===== config.mk =====
export PLATFORM = sky130hd
export DESIGN_NAME = vga_timing_gen
export DESIGN_NICKNAME = d
export VERILOG_FILES = /design/src/rtl/vga_timing_gen.sv
export SDC_FILE = /design/constraint.sdc
export NUM_CORES = 1
export LEC_CHECK = 0
export ABC_CLOCK_PERIOD_IN_PS = 5900
export CORE_AREA = 2 2 61 46
export DETAILED_ROUTE_END_ITERATION = 8
export DIE_AREA = 0 0 63 48
export DONT_BUFFER_PORTS = 1
export PLACE_DENSITY_LB_ADDON = 0.2
export RECOVER_POWER = 100
export REMOVE_ABC_BUFFERS = 1
export SYNTH_ARGS = -nofsm -noshare
export SYNTH_HDL_FRONTEND = slang
export SYNTH_SLANG_ARGS = --single-unit

===== constraint.sdc =====
create_clock -name clk -period 5.9 [get_ports clk]
set_input_delay 1.18 -clock clk [delete_from_list [all_inputs] [get_ports clk]]
set_output_delay 1.18 -clock clk [all_outputs]
set_load 0.01 [all_outputs]

===== src/rtl/vga_timing_gen.sv =====
// vga_timing_gen
// Raster timing for a VGA output: divides the system clock down to a
// pixel-rate enable and runs the horizontal/vertical position counters.
// All decoded outputs (valid, syncs, strobes) are registered from the
// next-state counter values, so they change on the same edge as the counters.
//
// Ports
//   clk          system clock
//   reset        synchronous, active-low reset
//   pixel_tick   one-clk enable every PIX_DIV clks; counters advance on it
//   h_cnt        horizontal position, 0..H_TOTAL-1
//   v_cnt        vertical position, 0..V_TOTAL-1
//   valid        high inside the visible area
//   hsync        active-low horizontal sync
//   vsync        active-low vertical sync
//   line_start   one-clk pulse when the counters land on h_cnt==0
//   frame_start  one-clk pulse when the counters land on (0,0)
module vga_timing_gen #(
    parameter int unsigned PIX_DIV  = 4,
    parameter int unsigned H_ACTIVE = 640,
    parameter int unsigned H_FP     = 16,
    parameter int unsigned H_SYNC   = 96,
    parameter int unsigned H_BP     = 48,
    parameter int unsigned V_ACTIVE = 480,
    parameter int unsigned V_FP     = 10,
    parameter int unsigned V_SYNC   = 2,
    parameter int unsigned V_BP     = 33
) (
    input  logic       clk,
    input  logic       reset,
    output logic       pixel_tick,
    output logic [9:0] h_cnt,
    output logic [9:0] v_cnt,
    output logic       valid,
    output logic       hsync,
    output logic       vsync,
    output logic       line_start,
    output logic       frame_start
);

    localparam int unsigned H_TOTAL = H_ACTIVE + H_FP + H_SYNC + H_BP;
    localparam int unsigned V_TOTAL = V_ACTIVE + V_FP + V_SYNC + V_BP;
    localparam int unsigned DIV_W   = (PIX_DIV > 1) ? $clog2(PIX_DIV) : 1;

    localparam logic [DIV_W-1:0] DIV_LAST = DIV_W'(PIX_DIV - 1);
    localparam logic [9:0]       H_LAST   = 10'(H_TOTAL - 1);
    localparam logic [9:0]       V_LAST   = 10'(V_TOTAL - 1);

    // Decode limits are 11 bits wide so a 1024-wide timing cannot wrap them.
    localparam logic [10:0] H_VIS_END  = 11'(H_ACTIVE);
    localparam logic [10:0] HS_START   = 11'(H_ACTIVE + H_FP);
    localparam logic [10:0] HS_END     = 11'(H_ACTIVE + H_FP + H_SYNC);
    localparam logic [10:0] V_VIS_END  = 11'(V_ACTIVE);
    localparam logic [10:0] VS_START   = 11'(V_ACTIVE + V_FP);
    localparam logic [10:0] VS_END     = 11'(V_ACTIVE + V_FP + V_SYNC);

    logic [DIV_W-1:0] div;
    logic [9:0]       h_next;
    logic [9:0]       v_next;
    logic [10:0]      h_ext;
    logic [10:0]      v_ext;

    // With PIX_DIV==1 div is stuck at 0 == DIV_LAST, so the tick is always high.
    assign pixel_tick = (div == DIV_LAST);

    always_comb begin
        h_next = h_cnt;
        v_next = v_cnt;
        if (pixel_tick) begin
            if (h_cnt == H_LAST) begin
                h_next = 10'd0;
                v_next = (v_cnt == V_LAST) ? 10'd0 : v_cnt + 10'd1;
            end else begin
                h_next = h_cnt + 10'd1;
            end
        end
    end

    assign h_ext = {1'b0, h_next};
    assign v_ext = {1'b0, v_next};

    // Reset parks the counters on the last position of the frame so that the
    // very first tick after release lands exactly on (0,0).
    always_ff @(posedge clk) begin
        if (!reset) begin
            div         <= '0;
            h_cnt       <= H_LAST;
            v_cnt       <= V_LAST;
            valid       <= 1'b0;
            hsync       <= 1'b1;
            vsync       <= 1'b1;
            line_start  <= 1'b0;
            frame_start <= 1'b0;
        end else begin
            div         <= pixel_tick ? '0 : div + DIV_W'(1);
            h_cnt       <= h_next;
            v_cnt       <= v_next;
            valid       <= (h_ext < H_VIS_END) && (v_ext < V_VIS_END);
            hsync       <= !((h_ext >= HS_START) && (h_ext < HS_END));
            vsync       <= !((v_ext >= VS_START) && (v_ext < VS_END));
            // Gated by the tick so the strobe stays one clk wide even though
            // h_next holds at 0 for PIX_DIV clks.
            line_start  <= pixel_tick && (h_next == 10'd0);
            frame_start <= pixel_tick && (h_next == 10'd0) && (v_next == 10'd0);
        end
    end

endmodule


==> flow_summary_export.csv <==
group,metric,value,unit
synth,synth_area_per_cell,8.36,um^2
sta,fin_crit,3130,ps
clocking,htree_levels,1,
critical_path,startpoint_type,"flip-flop",
cells_and_area,nets,181,
critical_path,slowest_stage,"nor4b_1",
sta,period_share,53.1,%
sta,rsz0062_at_grt,"no",
cells_and_area,antennaDiodeCount,0,
global_route,grt_start_max_net_pins,17,
cells_and_area,final_util,63.7,%
critical_path,r2r_slack,2770,ps
clocking,clockBufferDepth,2,
clocking,cts_setup_buffers,0,
min_path,holdPathEnd,"div[0]",
drt,dr.pass1.iters,6,
floorplan,io_pins,28,
clocking,clock-root-buffer,"clkbuf_4",
min_path,holdCritStartpoint,"div[0]",
run_status,status,"finished, final reports clean",
global_route,antenna_found_initial,0,
drt,drt-total-wl,3630,um
critical_path,r2r_end,"frame_start",
clocking,cts_resized,0,
place,portBuffers,0,
critical_path,cpPeakStageDelay,660,ps
critical_path,crit_arrival,3410,ps
sta,fmax,319,MHz
critical_path,critPathKind,"reg2reg",
synth,synthFlopType,"dfxtp_1",
power,ir_worst_vdd,0.138,mV
power,leakage,0.548,nW
clocking,cts_buffers,3,
drt,drc,0,
critical_path,crit_required,6180,ps
drt,ant_nets,0,
clocking,cts_sinks,27,
synth,synth_edf_count,0,
sta,finalSetupTns,0,ps
synth,netlist_instances,181,
synth,seq_area_frac_synth,35.7,%
critical_path,path_cells,"nor4b_1 -> nand4_1 -> o211a_1 -> o21bai_1 -> a2111oi_0 -> and4b_1",
place,placed_area,1510,um^2
min_path,hp-class,"reg2reg",
power,p_per_area,235,nW/um^2
min_path,hold_depth,1,
critical_path,cp-end-kind,"flip-flop",
synth,ys_ff_latch,27,
global_route,grt-ovfl-total,0,
clocking,cts_hold_buf,0,
critical_path,r2r_start,"h_cnt[5]",
clocking,cts_tree,"yes",
floorplan,coreArea,2380,um^2
sta,final_max_slew_viol_count,0,
place,gp_congestion,0.982,
cells_and_area,fillers,214,
synth,synth.distinct_cells,48,
sta,slew_headroom,56.9,%
cells_and_area,post-route-cell-area,1520,um^2
drt,wl_per_cell,17.4,um
synth,synth.cell_area,1510,um^2
floorplan,fp.dieW,63,um
floorplan,dieArea,3020,um^2
floorplan,die_y,48,um
synth,ys_warn_count,0,
critical_path,r2r_cells,6,
global_route,grtUsageTotal,25.2,%
critical_path,cp_max_fo,12,
sta,tightest_slew,637,ps
sta,fin_skew,3.90,ps
global_route,grt_pass1_vias,1181,
job,drv_cap,0,
drt,vias,1408,
clocking,insertion_delay,320,ps
power,finalPower,0.000356,W
floorplan,initial_core_util,63.5,%
cells_and_area,syn_to_final_growth,0.331,%
place,dp_hpwl,2670,um
cells_and_area,layout-drive-gt1-share,4.02,%
sta,setup_viol,0,
drt,initialDrtViolationCount,164,
global_route,grt_pass1_wl,5750,um
floorplan,rows,15,
sta,hold_viol_final,0,
clocking,path_clk_slew,140,ps
synth,async_flop_share,0,%
drt,via_per_inst,6.77,
## power breakdown
part	switching [W]	leakage (nW)	internal (W)	total [W]
clock network	0.0000539	0.0139	0.0000259	0.0000799
logic	0.0000416	0.315	0.0000263	0.0000680
registers	0.0000178	0.219	0.000191	0.000208
total	0.000113	0.548	0.000243	0.000356
## synth_stat cells (4+ instances only)
cell / count / area, um^2
xor2_1: 4 / 35.0
and3_1: 5 / 31.3
xnor2_1: 6 / 52.6
a21oi_1: 6 / 30.0
o21ai_0: 11 / 55.1
buf_2: 7 / 35.0
nand3_1: 9 / 45.0
nand4_1: 5 / 31.3
inv_1: 6 / 22.5
nor2_1: 17 / 63.8
nand2_1: 15 / 56.3
dfxtp_1: 27 / 541
clkbuf_1: 4 / 15.0
nor3_1: 4 / 20.0
ha_1: 4 / 50.1
and4_1: 5 / 43.8
o311ai_0: 4 / 35.0
## cell usage in the layout, fill, tap and decap left out, types with 2 or more instances in the layout
cell type and n:
a211o_1 2, a211oi_1 2, a21oi_1 6, and2_1 2, and3_1 5, and4_1 5, clkbuf_4 3, dfxtp_1 27
ha_1 4, inv_1 6, nand2_1 15, nand3_1 9, nand4_1 5, nor2_1 17, nor3_1 5, o211ai_1 3
o21ai_0 12, o21ai_1 2, o311ai_0 4, o31ai_1 2, or4_1 3, xnor2_1 6, xor2_1 4
## worst max-delay path, delay by kind of cell (launching register included)
| family | cells | cell delay [ps] |
|---|---|---|
| simple gates | 3 | 1510 |
| flops | 1 | 490 |
| compound gates | 3 | 1100 |
## flip-flops by register name, summed over array words and instances, names as in the netlist
name         cells
valid            1
div              2
frame_start      1
hsync            1
line_start       1
vsync            1
v_cnt           10
h_cnt           10
## per-stage QoR
| step | setup WS, ps | instances | hold slack, ps |
|---|---|---|---|
| after floorplan | 3450 | 170 | 404 |
| after global placement | 3240 | 204 | 412 |
| after detailed placement | 3060 | 204 | 434 |
| after CTS | 3020 | 208 | 454 |
| after global routing | 2490 | 208 | 482 |
| final | 2770 | 208 | 453 |
## how the worst max path moves through the flow
stage,startpoint,end,slack [ps],cells after the start
floorplan,reset,frame_start,3450,6
global placement,div[0],frame_start,3240,7
detailed placement,div[0],frame_start,3060,7
CTS,div[0],frame_start,3020,7
global route,h_cnt[7],frame_start,2490,6
finish,h_cnt[5],frame_start,2770,6
## layer usage
metal,global-route usage (%),vias to the layer above,wire (um)
li1,-,655,-
met1,36.2,661,1640
met2,36.2,84,1500
met3,8.47,8,439
met4,6.67,0,44
met5,0,-,0
## cells by family (layout without fill, tap and decap cells)
logic type                 after synthesis  in the layout  synth area share (%)
AOI/OAI and AO/OA                       45             45                  20.6
and+or+nand+nor                         77             77                  29.1
buffers and inverters                   17             10                  4.80
muxes                                    1              1                 0.662
xor gates and xnor gates                10             10                  5.79
DFF                                     27             27                  35.7
adders and majority gates                4              4                  3.31
## layout make-up
cell class | instances | area, um^2 | share of cell area (%)
Multi-Input combinational cell | 137 | 882 | 58.1
Sequential cell | 27 | 541 | 35.6
Tap cell | 34 | 42.5 | 2.80
Clock buffer | 3 | 22.5 | 1.48
Inverter | 6 | 22.5 | 1.48
Clock inverter | 1 | 7.51 | 0.495
Power figures use the tool's default switching activity.
